### config.mk
export PLATFORM = sky130hd
export DESIGN_NAME = fadd_accumulator
export DESIGN_NICKNAME = d
export VERILOG_FILES = /design/src/rtl/fadd_accumulator.sv
export SDC_FILE = /design/constraint.sdc
export NUM_CORES = 1
export LEC_CHECK = 0
export CAP_MARGIN = 10
export CORE_UTILIZATION = 50
export CTS_BUF_LIST = sky130_fd_sc_hd__clkbuf_4
export CTS_CLUSTER_DIAMETER = 120
export DETAILED_ROUTE_END_ITERATION = 8
export PLACE_DENSITY_LB_ADDON = 0.1
export SYNTH_ARGS = -nofsm -noshare
export SYNTH_HDL_FRONTEND = slang
export SYNTH_SLANG_ARGS = --single-unit
### constraint.sdc
create_clock -name clk_i -period 5 [get_ports clk_i]
set_clock_uncertainty 0.1 [all_clocks]
set_input_delay 1.25 -clock clk_i [delete_from_list [all_inputs] [get_ports clk_i]]
set_output_delay 1.25 -clock clk_i [all_outputs]
set_load 0.1 [all_outputs]
### src/rtl/fadd_accumulator.sv
// Packet accumulator front-end for an external combinational single-precision adder.
// Optional NaN poisoning is enabled by defining FADD_ACC_NAN_STICKY_EN.
module fadd_accumulator #(
  parameter int unsigned COUNT_W = 16
) (
  input  logic               clk_i,
  input  logic               rst_ni,
  input  logic               in_valid_i,
  output logic               in_ready_o,
  input  logic [31:0]        in_data_i,
  input  logic               in_last_i,
  output logic [31:0]        fadd_a_o,
  output logic [31:0]        fadd_b_o,
  input  logic [31:0]        fadd_out_i,
  output logic               sum_valid_o,
  input  logic               sum_ready_i,
  output logic [31:0]        sum_data_o,
  output logic [COUNT_W-1:0] sum_count_o,
  output logic               sum_nan_o
);

  typedef enum logic [1:0] {StIdle, StAccum, StAdd, StDone} state_e;

  state_e             state_q, state_d;
  logic [31:0]        acc_q, acc_d;
  logic [31:0]        fadd_a_q, fadd_a_d;
  logic [31:0]        fadd_b_q, fadd_b_d;
  logic [COUNT_W-1:0] count_q, count_d;
  logic               last_q, last_d;

`ifdef FADD_ACC_NAN_STICKY_EN
  localparam logic [31:0] QNaN = 32'h7FC0_0000;
  logic nan_q, nan_d;
  logic out_is_nan;
  assign out_is_nan = (fadd_out_i[30:23] == 8'hFF) && (fadd_out_i[22:0] != 23'd0);
`endif

  always_comb begin
    state_d     = state_q;
    acc_d       = acc_q;
    fadd_a_d    = fadd_a_q;
    fadd_b_d    = fadd_b_q;
    count_d     = count_q;
    last_d      = last_q;
`ifdef FADD_ACC_NAN_STICKY_EN
    nan_d       = nan_q;
`endif
    in_ready_o  = 1'b0;
    sum_valid_o = 1'b0;
    sum_data_o  = 32'd0;
    sum_count_o = '0;
    unique case (state_q)
      StIdle: begin
        // Ready is masked while reset is held so nothing is accepted in reset.
        in_ready_o = rst_ni;
        acc_d      = 32'd0;
        if (in_valid_i) begin
          fadd_a_d = 32'd0;
          fadd_b_d = in_data_i;
          last_d   = in_last_i;
          count_d  = COUNT_W'(1);
          state_d  = StAdd;
        end
      end
      StAccum: begin
        in_ready_o = rst_ni;
        if (in_valid_i) begin
          fadd_a_d = acc_q;
          fadd_b_d = in_data_i;
          last_d   = in_last_i;
          count_d  = (&count_q) ? count_q : count_q + COUNT_W'(1);
          state_d  = StAdd;
        end
      end
      StAdd: begin
`ifdef FADD_ACC_NAN_STICKY_EN
        if (nan_q || out_is_nan) begin
          acc_d = QNaN;
          nan_d = 1'b1;
        end else begin
          acc_d = fadd_out_i;
        end
`else
        acc_d = fadd_out_i;
`endif
        state_d = last_q ? StDone : StAccum;
      end
      StDone: begin
        sum_valid_o = 1'b1;
        sum_data_o  = acc_q;
        sum_count_o = count_q;
        if (sum_ready_i) begin
          acc_d   = 32'd0;
          count_d = '0;
`ifdef FADD_ACC_NAN_STICKY_EN
          nan_d   = 1'b0;
`endif
          state_d = StIdle;
        end
      end
      default: state_d = StIdle;
    endcase
  end

  always_ff @(posedge clk_i or negedge rst_ni) begin
    if (!rst_ni) begin
      state_q  <= StIdle;
      acc_q    <= 32'd0;
      fadd_a_q <= 32'd0;
      fadd_b_q <= 32'd0;
      count_q  <= '0;
      last_q   <= 1'b0;
`ifdef FADD_ACC_NAN_STICKY_EN
      nan_q    <= 1'b0;
`endif
    end else begin
      state_q  <= state_d;
      acc_q    <= acc_d;
      fadd_a_q <= fadd_a_d;
      fadd_b_q <= fadd_b_d;
      count_q  <= count_d;
      last_q   <= last_d;
`ifdef FADD_ACC_NAN_STICKY_EN
      nan_q    <= nan_d;
`endif
    end
  end

  assign fadd_a_o = fadd_a_q;
  assign fadd_b_o = fadd_b_q;

`ifdef FADD_ACC_NAN_STICKY_EN
  assign sum_nan_o = (state_q == StDone) && nan_q;
`else
  assign sum_nan_o = 1'b0;
`endif

endmodule

==> implementation parameters <==
Parameter                              Value

Min path
  Cells on Worst Hold Path ... 1
  Hold crit path type ... reg -> reg

STA
  Min cycle time layout ... 3.65 ns
  Final Max Tran Viols ... 0
  Final period util ... 73.0%
  Unrepaired setup endpoints after global routing ... no
  Slew of the pin with the lowest slew margin ... 1.07 ns
  Accumulated negative setup slack ... 0 ns
  Final Hold Vio Count ... 0
  Fmax ... 274 MHz
  Endpoints failing setup ... 0
  Worst relative slew slack ... 28.5%

Synth
  Post-synthesis xor/xnor area fraction ... 0%
  Complex-gate fraction of the synthesized area ... 14.2%
  Average instance area after synthesis ... 11.0 um^2
  Count leader, synth ... sky130_fd_sc_hd__dfrtp_1
  Synth unique cells ... 45
  Simple-Gate Fraction of Synth Area ... 15.8%
  Fraction of registers with async set/reset ... 100%
  Most used flip-flop cell after synthesis ... sky130_fd_sc_hd__dfrtp_1
  Most area-consuming cells after synthesis ... sky130_fd_sc_hd__dfrtp_1 56%, sky130_fd_sc_hd__mux2_2 7.5%, sky130_fd_sc_hd__and2_1 6.0%
  Post-synthesis instance total ... 462
  Yosys synthesis warning count ... 0
  Post-synthesis cell type with the largest combined area ... sky130_fd_sc_hd__dfrtp_1
  Largest family of logic cells by synthesized area ... simple AND/OR/NAND/NOR gates
  Top-area cell type share of the netlist area ... 56.5%
  Proportion of synthesized chip area in sequential cells ... 56.5%
  Net Count, Synth ... 536
  Cell Area, Synth ... 5090 um^2
  Number of enable-type register cells in the synthesized netlist ... 0
  Most instantiated cells after synthesis ... 115 x sky130_fd_sc_hd__dfrtp_1, 74 x sky130_fd_sc_hd__nand2_1, 49 x sky130_fd_sc_hd__and2_1
  Portion of netlist area occupied by mux cells ... 8.79%
  Synthesized-area fraction occupied by adder cells ... 1.23%
  Synth Register Bits ... 115

Layout
  Number of inserted diodes ... 0
  Count of non-filler cells in the finished layout ... 780
  Share of layout cells above drive strength 1 ... 20.6%
  Layout overhead on the synthesized area ... 40.7%
  Number of nets in the layout ... 708

CTS
  Number of post-CTS setup repair buffers ... 0
  Maximum root-to-sink buffer count ... 2
  Number of buffers added by the clock tree synthesis step ... 17
  Register clock-pin slew on the reported worst setup and hold paths ... 0.12 ns
  Number of H-tree levels ... 4
  Clock tree from TritonCTS ... yes
  Skew-Pair Late Insertion Delay ... 0.50 ns
  Post-CTS Hold Fix Bufs ... 0
  Num Clock Sinks ... 115
  Buffer cell driving the clock tree root ... sky130_fd_sc_hd__clkbuf_4
  Gates resized, CTS repair ... 0

Setup path
  Signal arrival time at the worst endpoint ... 2.30 ns
  Required time of the critical path ... 3.65 ns
  Critical path start-end classification ... reg -> out
  Endpoint type of the worst setup path ... primary output
  List of cells traversed by the critical path ... inv_1 -> ha_1 -> o21a_1 -> buf_4
  R2R cell count ... 5
  Crit path launch type ... flop
  Biggest cell delay along the critical path ... 0.78 ns
  Largest fanout of any net on the critical path ... 25
  Cell with the biggest individual delay on the critical path ... sky130_fd_sc_hd__ha_1

Flow run
  Max-Cap Viols ... 0

Routing
  Remaining DRCs ... 0
  Detailed-route via count ... 4129
  Residual antenna-violating net count after detailed routing ... 0
  Number of DRC markers after the initial detailed-route iteration ... 165
  Routed vias/inst ... 5.29
  Drt pass-1 iters ... 4
  WL per Instance ... 15.9 um
  WL final ... 12.4 mm

Place
  Number of port buffers ... 182
  HPWL Detailed ... 8.44 mm
  GPL Wtd Cong ... 0.820
  Placed cells ... 748

Floorplan
  Die Outline Area ... 10600 um^2
  Die X ... 103 um
  # IOs ... 184
  Effective utilization at floorplan ... 51.9%
  Die extent in y ... 103 um
  Core region area ... 9820 um^2
  Site Rows ... 36

Global routing
  Gr ovfl total ... 0
  Pin count of the biggest net entering global routing ... 65
  Via count of the first global-routing pass ... 3852
  Number of antenna violations at the first check in global routing ... 0
  First-pass GRT wire length ... 19.1 mm
  Global Route Usage Sum ... 23.9%

Run status
  Outcome ... completed
==> sequential cells by signal, indices dropped and copies added, names as in the netlist <==
register,count
acc_q,32
fadd_a_o,32
fadd_b_o,32
count_q,16
state_q,2
last_q,1
==> layout by cell type (no fill, tap or decap), types with 2 or more instances in the layout <==
| cell | instances |
|---|---|
| sky130_fd_sc_hd__nor4_1 | 3 |
| sky130_fd_sc_hd__o21a_1 | 3 |
| sky130_fd_sc_hd__nand4_1 | 2 |
| sky130_fd_sc_hd__clkinvlp_4 | 5 |
| sky130_fd_sc_hd__clkdlybuf4s50_1 | 131 |
| sky130_fd_sc_hd__clkbuf_4 | 19 |
| sky130_fd_sc_hd__nor2b_1 | 3 |
| sky130_fd_sc_hd__nand2_1 | 74 |
| sky130_fd_sc_hd__a21oi_1 | 2 |
| sky130_fd_sc_hd__a32o_1 | 6 |
| sky130_fd_sc_hd__inv_6 | 2 |
| sky130_fd_sc_hd__mux2_2 | 34 |
| sky130_fd_sc_hd__dfrtp_1 | 115 |
| sky130_fd_sc_hd__a211o_1 | 2 |
| sky130_fd_sc_hd__a22o_1 | 32 |
| sky130_fd_sc_hd__and2_1 | 49 |
| sky130_fd_sc_hd__ha_1 | 5 |
| sky130_fd_sc_hd__o211ai_1 | 5 |
| sky130_fd_sc_hd__mux2i_1 | 5 |
| sky130_fd_sc_hd__inv_1 | 5 |
| sky130_fd_sc_hd__buf_4 | 58 |
| sky130_fd_sc_hd__o21ai_0 | 35 |
| sky130_fd_sc_hd__clkinv_2 | 2 |
| sky130_fd_sc_hd__o2bb2ai_1 | 3 |
| sky130_fd_sc_hd__nor2_1 | 5 |
| sky130_fd_sc_hd__bufinv_16 | 3 |
| sky130_fd_sc_hd__nand3_1 | 5 |
| sky130_fd_sc_hd__nor3_1 | 11 |
| sky130_fd_sc_hd__or2_2 | 3 |
==> stage by stage <==
stage	util (%)	area [um^2]	setup slack (ns)	hold WS, ns
final	73.0	7170	1.35	0.406
after global routing	73.0	7170	1.20	0.432
after CTS	73.0	7170	1.35	0.407
after detailed placement	69.9	6870	1.53	0.390
after global placement	69.9	6870	1.70	0.379
after floorplan	-	5090	1.34	0.365
==> critical path, delay by kind of cell (launching register included) <==
family | cells | cell delay [ns]
flip-flops | 1 | 0.41
AO/OA/AOI/OAI | 1 | 0.23
buffers and inverters | 2 | 0.38
adder cells (fa/ha/maj) | 1 | 0.78
==> cell type report <==
type / instances / area (um^2)
Clock inverter: 13 / 159
Tap cell: 133 / 166
Sequential cell: 115 / 2880
Clock buffer: 19 / 143
Timing Repair Buffer: 189 / 1750
Multi-Input combinational cell: 306 / 2060
Fill cell: 736 / 2650
Inverter: 5 / 18.8
==> logic make-up after synthesis <==
kind of cell               Yosys count
and+or+nand+nor                    160
DFF                                115
AOI/OAI and AO/OA                  100
buffers and inverters               41
muxes                               40
adders and majority gates            5
other                                1
==> per-layer routing <==
metal	track usage, %	vias up	share of wire, %	wire length, um
li1	-	1969	-	-
met1	30.7	1998	43	5360
met2	38.9	151	49	6030
met3	7.59	11	7.0	874
met4	7.04	0	1.1	138
met5	0	-	0	0
==> worst paths after layout <==
path	to	slack, ns	start
max in group asynchronous	count_q[5]	2.76	rst_ni
min reg2reg	fadd_a_o[19]	0.41	acc_q[19]
max reg2reg	acc_q[15]	2.02	state_q[0]
max	in_ready_o	1.35	state_q[1]
min	fadd_a_o[19]	0.41	acc_q[19]
min in group asynchronous	count_q[6]	0.78	rst_ni
Power is not shown: default switching activity piles up to over one toggle a cycle in this logic, so the estimate is an artifact.
